## src/rtl/fwd_pkg.sv

```systemverilog
// Shared definitions for the E-stage forwarding source pipeline: select codes,
// NOP/link constants, instruction classes and the shared class decoder hctrl.
package fwd_pkg;

    localparam logic [1:0]  FWD_SEL_RF  = 2'd0;
    localparam logic [1:0]  FWD_SEL_M   = 2'd1;
    localparam logic [1:0]  FWD_SEL_W   = 2'd2;
    localparam logic [31:0] NOP         = 32'h0000_0000;
    localparam logic [4:0]  LINK_REG    = 5'd31;
    localparam logic [31:0] LINK_OFFSET = 32'd8;

    typedef enum logic [2:0] {
        CLS_NONE  = 3'd0,
        CLS_CAL_R = 3'd1,
        CLS_CAL_I = 3'd2,
        CLS_LOAD  = 3'd3,
        CLS_JAL   = 3'd4
    } instr_class_e;

    typedef enum logic [1:0] {
        RES_ALU  = 2'd0,
        RES_MEM  = 2'd1,
        RES_LINK = 2'd2
    } res_src_e;

    // MIPS-style opcode/funct classification into writeback classes
    function automatic instr_class_e hctrl(input logic [31:0] instr);
        instr_class_e cls;
        cls = CLS_NONE;
        case (instr[31:26])
            6'h00: begin
                case (instr[5:0])
                    6'h00, 6'h02, 6'h03, 6'h04, 6'h06, 6'h07,
                    6'h20, 6'h21, 6'h22, 6'h23, 6'h24, 6'h25,
                    6'h26, 6'h27, 6'h2a, 6'h2b: cls = CLS_CAL_R;
                    default:                    cls = CLS_NONE;
                endcase
            end
            6'h08, 6'h09, 6'h0a, 6'h0b,
            6'h0c, 6'h0d, 6'h0e, 6'h0f:          cls = CLS_CAL_I;
            6'h20, 6'h21, 6'h23, 6'h24, 6'h25:   cls = CLS_LOAD;
            6'h03:                               cls = CLS_JAL;
            default:                             cls = CLS_NONE;
        endcase
        return cls;
    endfunction

endpackage

```

## src/rtl/fwd_dest_decode.sv

```systemverilog
// Destination decoder: maps an instruction to its register-file write enable,
// destination register and the source of its result (alu/mem/link).
module fwd_dest_decode
    import fwd_pkg::*;
(
    input  logic [31:0] instr,
    output logic        we,
    output logic [4:0]  dest,
    output res_src_e    src
);

    instr_class_e cls_s;

    assign cls_s = hctrl(instr);

    // Destination and result source per class; writes to $0 are suppressed
    always_comb begin
        dest = 5'd0;
        src  = RES_ALU;
        case (cls_s)
            CLS_CAL_R: dest = instr[15:11];
            CLS_CAL_I: dest = instr[20:16];
            CLS_LOAD: begin
                dest = instr[20:16];
                src  = RES_MEM;
            end
            CLS_JAL: begin
                dest = LINK_REG;
                src  = RES_LINK;
            end
            default: begin
                dest = 5'd0;
                src  = RES_ALU;
            end
        endcase
        if ((cls_s != CLS_NONE) && (dest != 5'd0)) begin
            we = 1'b1;
        end else begin
            we = 1'b0;
        end
    end

endmodule

```

## src/rtl/fwd_source_pipe.sv

```systemverilog
// E->M->W producer pipeline for operand forwarding and the register-file write
// port. Optional bubble counter enabled by defining FWD_PERF_CNT_EN.
module fwd_source_pipe
    import fwd_pkg::*;
#(
    parameter logic [31:0] RESET_PC = 32'h0000_3000
) (
    input  logic        clk,
    input  logic        reset,
    input  logic        stall,
    input  logic [31:0] instrD,
    input  logic [31:0] pcD,
    input  logic [31:0] aluoutE,
    input  logic [31:0] dmem_rdataM,
    output logic [31:0] instrE,
    output logic [31:0] instrM,
    output logic [31:0] instrW,
    output logic [31:0] pcE,
    output logic [31:0] fwd_dataM,
    output logic [31:0] fwd_dataW,
    output logic        rf_weW,
    output logic [4:0]  rf_waddrW,
    output logic [31:0] rf_wdataW
`ifdef FWD_PERF_CNT_EN
    ,
    output logic [31:0] bubble_cnt
`endif
);

    logic [31:0] instr_e_r, pc_e_r;
    logic [31:0] instr_m_r, pc_m_r, aluout_m_r;
    logic [31:0] instr_w_r, pc_w_r, aluout_w_r, memdata_w_r;

    logic        we_m_s, we_w_s;
    logic [4:0]  dest_m_s, dest_w_s;
    res_src_e    src_m_s, src_w_s;
    logic [31:0] fwd_data_m_s, fwd_data_w_s;
    logic        unused_m_s;

    // Stage registers; a stall replaces E with a bubble while M and W keep moving
    always_ff @(posedge clk) begin
        if (reset) begin
            instr_e_r   <= NOP;
            pc_e_r      <= RESET_PC;
            instr_m_r   <= NOP;
            pc_m_r      <= RESET_PC;
            aluout_m_r  <= 32'h0000_0000;
            instr_w_r   <= NOP;
            pc_w_r      <= RESET_PC;
            aluout_w_r  <= 32'h0000_0000;
            memdata_w_r <= 32'h0000_0000;
        end else begin
            instr_w_r   <= instr_m_r;
            pc_w_r      <= pc_m_r;
            aluout_w_r  <= aluout_m_r;
            memdata_w_r <= dmem_rdataM;
            instr_m_r   <= instr_e_r;
            pc_m_r      <= pc_e_r;
            aluout_m_r  <= aluoutE;
            if (stall) begin
                instr_e_r <= NOP;
            end else begin
                instr_e_r <= instrD;
                pc_e_r    <= pcD;
            end
        end
    end

    fwd_dest_decode u_dec_m (
        .instr (instr_m_r),
        .we    (we_m_s),
        .dest  (dest_m_s),
        .src   (src_m_s)
    );

    fwd_dest_decode u_dec_w (
        .instr (instr_w_r),
        .we    (we_w_s),
        .dest  (dest_w_s),
        .src   (src_w_s)
    );

    // Only the result source matters in M; a load there is never forwarded
    assign unused_m_s = ^{we_m_s, dest_m_s};

    // M-stage forward value: link address for jal, otherwise the ALU result
    always_comb begin
        fwd_data_m_s = aluout_m_r;
        if (src_m_s == RES_LINK) begin
            fwd_data_m_s = pc_m_r + LINK_OFFSET;
        end else begin
            fwd_data_m_s = aluout_m_r;
        end
    end

    // W-stage result: also the register-file write data
    always_comb begin
        fwd_data_w_s = aluout_w_r;
        case (src_w_s)
            RES_LINK: fwd_data_w_s = pc_w_r + LINK_OFFSET;
            RES_MEM:  fwd_data_w_s = memdata_w_r;
            default:  fwd_data_w_s = aluout_w_r;
        endcase
    end

    assign instrE    = instr_e_r;
    assign instrM    = instr_m_r;
    assign instrW    = instr_w_r;
    assign pcE       = pc_e_r;
    assign fwd_dataM = fwd_data_m_s;
    assign fwd_dataW = fwd_data_w_s;
    assign rf_wdataW = fwd_data_w_s;
    assign rf_weW    = we_w_s;
    assign rf_waddrW = dest_w_s;

`ifdef FWD_PERF_CNT_EN
    logic [31:0] bubble_cnt_r;

    // Saturating count of bubbles inserted into E
    always_ff @(posedge clk) begin
        if (reset) begin
            bubble_cnt_r <= 32'h0000_0000;
        end else if (stall && (bubble_cnt_r != 32'hFFFF_FFFF)) begin
            bubble_cnt_r <= bubble_cnt_r + 32'd1;
        end else begin
            bubble_cnt_r <= bubble_cnt_r;
        end
    end

    assign bubble_cnt = bubble_cnt_r;
`endif

endmodule

```

## config.mk

```make
export PLATFORM = sky130hd
export DESIGN_NAME = fwd_source_pipe
export DESIGN_NICKNAME = d
export VERILOG_FILES = /design/src/rtl/fwd_pkg.sv /design/src/rtl/fwd_dest_decode.sv /design/src/rtl/fwd_source_pipe.sv
export SDC_FILE = /design/constraint.sdc
export NUM_CORES = 1
export LEC_CHECK = 0
export ABC_AREA = 0
export CAP_MARGIN = 0
export CORE_MARGIN = 4
export CORE_UTILIZATION = 45
export DETAILED_ROUTE_END_ITERATION = 8
export PLACE_DENSITY = 0.8
export RECOVER_POWER = 100
export SLEW_MARGIN = 15
export SYNTH_ARGS = -nofsm -noshare
export SYNTH_HDL_FRONTEND = slang
export SYNTH_SLANG_ARGS = --single-unit
```

## constraint.sdc

```tcl
create_clock -name clk -period 2.55 [get_ports clk]
set_clock_uncertainty 0.15 [all_clocks]
set_input_delay 0.3825 -clock clk [delete_from_list [all_inputs] [get_ports clk]]
set_output_delay 0.3825 -clock clk [all_outputs]
set_load 0.01 [all_outputs]
```

---- Word-level counts from Yosys, hierarchy flattened ----
Memories as Yosys holds them, arrays and structs flattened. A register that Yosys moved wholly into a read port is not among the register bits.
Index checks and enable logic that the tools add are counted.
cells by class
  order comparisons ....................... 0
  bitwise gates (word level) .............. 0
  shift-type cells ........................ 0
  add/sub/neg operators ................... 2
  divide/modulo/power cells ............... 0
  multiplexer cells ....................... 10
  multipliers ............................. 0
  reduce and logical (&&, ||, !) cells .... 11
  equal/unequal tests ..................... 37
operator list
  cell                                                  count
  equality test 6 x 4 -> 1 bit (second input constant)  16
  adder 32 x 4 -> 32 bit (second input constant)        2
  case mux 32 bit (2 select lines)                      1
  equality test 6 bit (second input constant)           10
  two-way mux 32 bit                                    1
  case mux 3 bit (4 select lines)                       2
  OR reduction 8 bit                                    2
  case mux 5 bit (3 select lines)                       1
  equality test 6 x 2 -> 1 bit (second input constant)  2
  zero test 6 bit                                       2
  two-way mux 6 bit                                     2
  OR reduction 5 bit                                    2
  equality test 3 x 2 -> 1 bit (second input constant)  3
  case mux 2 bit (2 select lines)                       2
  equality test 3 bit (second input constant)           2
  nonzero test 5 bit                                    1
  equality test 2 bit (second input constant)           2
  OR reduction 2 bit                                    2
  equality test 3 x 1 -> 1 bit (second input constant)  1
  nonzero test 3 bit                                    1
  equality test 2 x 1 -> 1 bit (second input constant)  1
  logical AND 1 bit                                     1
  two-way mux 1 bit                                     1
storage, ports and cells
  bits in writable memories ............... 0
  latch bits .............................. 0
  output and inout port bits .............. 230
  flip-flop bits (word level) ............. 288
  memory bits (read-only) ................. 128
  memories kept ........................... 2
  input port bits ......................... 131
  logic and storage cells ................. 71
memories
  name              words  bits a word  rd ports  clocked after Yosys merged registers in  wr ports  RTL line       text
  (name not given)  64     1            1         1                                        0         fwd_pkg.sv:32  case (instr[5:0])
  (name not given)  64     1            1         1                                        0         fwd_pkg.sv:32

---- Longest topological paths before layout ----
  word-level depth ........................ 9
  gate-level depth with buffers ........... 8
  mapped depth without buffers ............ 6

---- Cells and area by module ----
A second synthesis with hierarchy kept.
unflattened totals
  cells, all modules ...................... 1054
  area total of the unflattened synthesis .. 10621.4 um^2
by module, submodules not included
  module           area an instance (um^2)  seq. area each (um^2)  times used  cells an instance
  fwd_source_pipe  10198.5                  5765.5                 1           1004
  fwd_dest_decode  211.5                    0.0                    2           25

---- Worst setup path before layout ----
OpenSTA, ideal clock, no wires.
  path type ............................... register to output
  start point ............................. reg pc_w_r[3]
  end point ............................... out rf_wdataW[29]
  buffers on the path ..................... 2
  stages on the path, launching flop included .. 9
  arrival ................................. 1670 ps
  setup slack ............................. 348 ps
  path through ............................ dfxtp_1 > ha_1 > and3_1 > clkbuf_2 > nand3_2 > nor3_1 > xnor2_1 > o21ai_1 > buf_4
between the ends
  cells in the longest elaborated chain, start to end .. 2
ends and longest elaborated chain
  item                              RTL line                text
  from (decl)                       fwd_source_pipe.sv:32   logic [31:0] instr_w_r, pc_w_r, aluout_w_r, memdata_w_r;
  from (signal assigned)            fwd_source_pipe.sv:54   pc_w_r <= pc_m_r;
  adder 32 x 4 -> 32 bit            fwd_source_pipe.sv:100  RES_LINK: fwd_data_w_s = pc_w_r + LINK_OFFSET;
  case mux 32 bit (2 select lines)  fwd_source_pipe.sv:99   case (src_w_s)
  to (decl)                         fwd_source_pipe.sv:23   output logic [31:0] rf_wdataW
No other way between the ends.

---- Worst setup path after layout ----
  start point ............................. reg instr_w_r[30], in the netlist instrW[30]
  end point ............................... out rf_wdataW[10]
between the ends
  cells in the longest elaborated chain, start to end .. 7
ends and longest elaborated chain
  item                                                                        RTL line               text
  from (decl)                                                                 fwd_source_pipe.sv:32
  from (signal assigned)                                                      fwd_source_pipe.sv:53  instr_w_r <= instr_m_r;
  equality test 6 x 4 -> 1 bit / equality test 6 bit (equally long branches)  fwd_pkg.sv:30          case (instr[31:26])
  OR reduction 8 bit / OR reduction 5 bit (equally long branches)             fwd_pkg.sv:30
  case mux 3 bit (4 select lines) (*)                                         fwd_pkg.sv:30
  equality test 3 bit / equality test 3 x 2 -> 1 bit (equally long branches)  fwd_dest_decode.sv:20  case (cls_s)
  case mux 2 bit (2 select lines) (*)                                         fwd_dest_decode.sv:20
  equality test 2 x 1 -> 1 bit / equality test 2 bit (equally long branches)  fwd_source_pipe.sv:99
  case mux 32 bit (2 select lines) (*)                                        fwd_source_pipe.sv:99
Every way passes the cells marked *; elsewhere a longest branch is shown, timed or not.

==> results.md <==
- Status: finished, violations left
- Failing checks: capacitance limit, slew limit, setup timing
- Sw Share: between 20% and 30%
- Clock tree buffer depth: 3
- Die X: 160 um
- Clock sink total: 289
- Diodes inserted: 0
- GRT Total Usage: 25.6%
- DRT iter0 DRCs: 350
- Initial antenna violation count: 0
- Max-Cap Viols: 1
- Worst Path Arrival: 2.22 ns
- Max Fclk: 363 MHz
- Cell Area, Synth: 10,400 sq um
- CTS tree: done
- P&R area growth vs syn: 61.8%
- Cell area after layout: 16,800 sq um
- Critical path's slowest cell: dfxtp_4
- Total power: a little over 10 mW
- Gr ovfl total: 0
- PD cells: 611 nW/um^2
- Post-synth top area share: between 50 and 60%
- Ports: 361
- Cell family with most CP delay: simple AND/OR/NAND/NOR gates
- Vias in the first global route: 9,059
- Effective utilization at floorplan: 45.9%
- Main area contributors after synthesis: dfxtp_1 (56%), nor2b_1 (13%), mux2i_1 (2.9%)
- EDFF count, synth: 0
- Syn Nets: 1,159
- Filler cells: 1,489
- Post-route insts no fill: around 1,800
- Synth Flop Type: dfxtp_1
- WL/cell: 19.8 um
- Int Power: roughly 8 mW
- Max VDD drop: 0.000559 V
- Worst-Skew Late Latency: 0.53 ns
- RePlAce Congestion: 0.865
- Die area: 25,600 sq um
- Slew HR: -10.3%
- Setup Crit Path Kind: reg -> out
- YS warnings: 0
- Reg power frac: between 40% and 50%
- Placeable Area: approximately 23,000 sq um
- CTS HTree Levels: 1
- Largest stage delay on the critical path: 0.36 ns
- Number of distinct library cells after synthesis: 47
- Logic pwr share: 9.9%
- Area leader, netlist: dfxtp_1
- Hpwl dp: 23,900 um
- Top post-synthesis cells by count: dfxtp_1 (289), nor2b_1 (219), nand2_1 (64)
- Placed Area: 14,600 sq um
- Worst-path clk slew: 0.06 ns
- Cell leakage power: 7.24 nW
- CTS Buf Count: 29
- Final wirelength: 34,900 um
- Crit path capture type: output pin
- 1st-pass router iterations: 5
- Count leader, synth: dfxtp_1
- Die Y-Extent: 160 um
- Worst Path Max Fanout: 8
- Fin crit period: 2.75 ns
- Antenna-violating nets left: 0
- Largest net degree at the start of global routing: 83
- Fin crit share: 108%
- Syn Inst Count: 1,026
- Max-slew violations: 83
- Final setup viols: 88
- Site row count: 55
- Hold Crit Class: in -> reg
- Fin nets: 1,593
- Least-Margin Pin Slew: 1.65 ns
- Number of port buffers: 360
- RSZ-0062 raised after global routing: yes
- Worst-path cell chain: nor4_4, and3_4, nor2_4, buf_4, buf_12, a22oi_2, o21ai_4, buf_6
- Post-Place Cells: around 1,700
- Flops & latches, synth: 289
- DRC: 0
- Clock Power Share: between 40% and 50%
- Seq/Total Area, Yosys: 55.7%
- Critical path buffer and inverter count: 3
- First-pass GRT wire length: roughly 52,000 um
- Share of cells above drive strength 1: 31.2%
- Syn_area_per_cell: approximately 10 sq um
- Synth async-reset ratio: 0%
- Setup TNS: -10.94 ns
- Pre-CTS setup slack: -0.121 ns
- Via count: 8,761
- Sw Pwr: 2.28 mW
- Multi-input gate area: 4960 sq um
- CP startpoint kind: flop
- Hold Violations, Final: 0
- Clock root buffer: clkbuf_16
- Worst setup margin: -0.202 ns
- Sequential standard cell area: 5830 sq um
- Vias per cell: 4.96
- Worst Path Required: just over 2 ns
-- logic make-up (layout without fill, tap and decap cells) --
family | count (synthesis) | count (layout) | synth area share (%)
and+or+nand+nor | 453 | 453 | 25.3
DFF | 289 | 289 | 55.7
AOI/OAI and AO/OA | 104 | 104 | 6.52
buffers and inverters | 96 | 551 | 4.89
xor gates and xnor gates | 51 | 51 | 4.30
muxes | 31 | 31 | 3.00
adders and majority gates | 2 | 2 | 0.241
-- placed cells by master (no fill, tap or decap), types with 8 or more instances in the layout --
cell type / Yosys / final
buf_6: 1 / 48
nand2_1: 64 / 29
dfxtp_2: 0 / 14
buf_4: 33 / 91
nand2_2: 0 / 13
o21ai_1: 31 / 11
buf_12: 0 / 13
a221o_1: 9 / 9
mux2i_1: 30 / 30
dfxtp_4: 0 / 8
nor2_1: 51 / 47
xor2_1: 27 / 26
nand2_4: 0 / 21
nor2b_1: 219 / 219
nand3_1: 20 / 8
a22oi_2: 0 / 21
buf_2: 12 / 69
nand3_4: 1 / 9
and2_1: 33 / 22
nand4_1: 14 / 14
xnor2_1: 24 / 24
o21ai_2: 3 / 34
clkbuf_16: 0 / 30
dlygate4sd3_1: 0 / 128
and2_0: 0 / 11
clkdlybuf4s50_1: 0 / 128
dfxtp_1: 289 / 267
-- power by group through the flow --
stage	Clock, mW	Combinational, mW	Sequential [mW]
after floorplan	0	0.370	4.91
after global placement	0	0.993	4.90
after detailed placement	0	1.01	4.90
after CTS	4.48	1.01	4.82
after global routing	4.68	1.08	4.84
final	4.42	1.02	4.82
-- timing repair --
| action | in CTS | in global routing |
|---|---|---|
| setup endpoints to repair | 102 | 102 |
| pin swaps | 47 | 41 |
| hold buffers | 0 | 0 |
| setup buffers | 30 | 13 |
| gates resized for setup | 633 | 110 |
| cloned | 9 | 0 |
-- worst min-delay path, cell delays in order --
cell     delay, ns
buf_2         0.25
mux2i_1       0.17
nor2_1        0.07
-- state kept, by name (all words and copies together), names as in the netlist, named ones only --
register and cells:
aluout_m_r 32, aluout_w_r 32, instrE 32, instrM 32, instrW 32, memdata_w_r 32, pcE 32, pc_m_r 32
pc_w_r 32
-- per-layer routing --
metal	up-vias	part of all wire (%)	track usage (%)
li1	4232	-	-
met2	306	50	44.9
met5	-	0	0
met3	63	6.8	5.83
met4	0	3.0	7.27
met1	4160	40	31.7
-- area by class of cell --
cell class                      count  share of cell area, %
Clock buffer                       39                   4.78
Clock inverter                     13                   1.16
Inverter                            6                  0.134
Multi-Input combinational cell    641                   29.5
Sequential cell                   289                   34.7
Tap cell                          285                   2.12
Timing Repair Buffer              493                   27.5
-- metrics by stage --
step           hold slack [ns]  util, %
2_1_floorplan            0.284        -
3_3_place_gp             0.265     64.7
3_5_place_dp             0.274     64.7
4_1_cts                  0.229     72.5
5_1_grt                  0.233     74.2
6_report                 0.243     74.2
-- worst paths after layout --
| kind | startpoint | to | slack [ns] | cells past startpoint |
|---|---|---|---|---|
| worst max register to register | pc_m_r[3]$_SDFF_PP0_ | pc_w_r[3]$_SDFF_PP0_ | 1.46 | 3 |
| worst min register to register | instrE[5]$_SDFF_PP0_ | instrM[5]$_SDFF_PP0_ | 0.28 | 2 |
| worst max-delay path | instrW[30]$_SDFF_PP0_ | rf_wdataW[10] | -0.20 | 8 |
| worst min-delay path | stall | pcE[4]$_SDFFE_PP0N_ | 0.24 | 3 |
No activity file was read; power rests on OpenSTA's default activity.
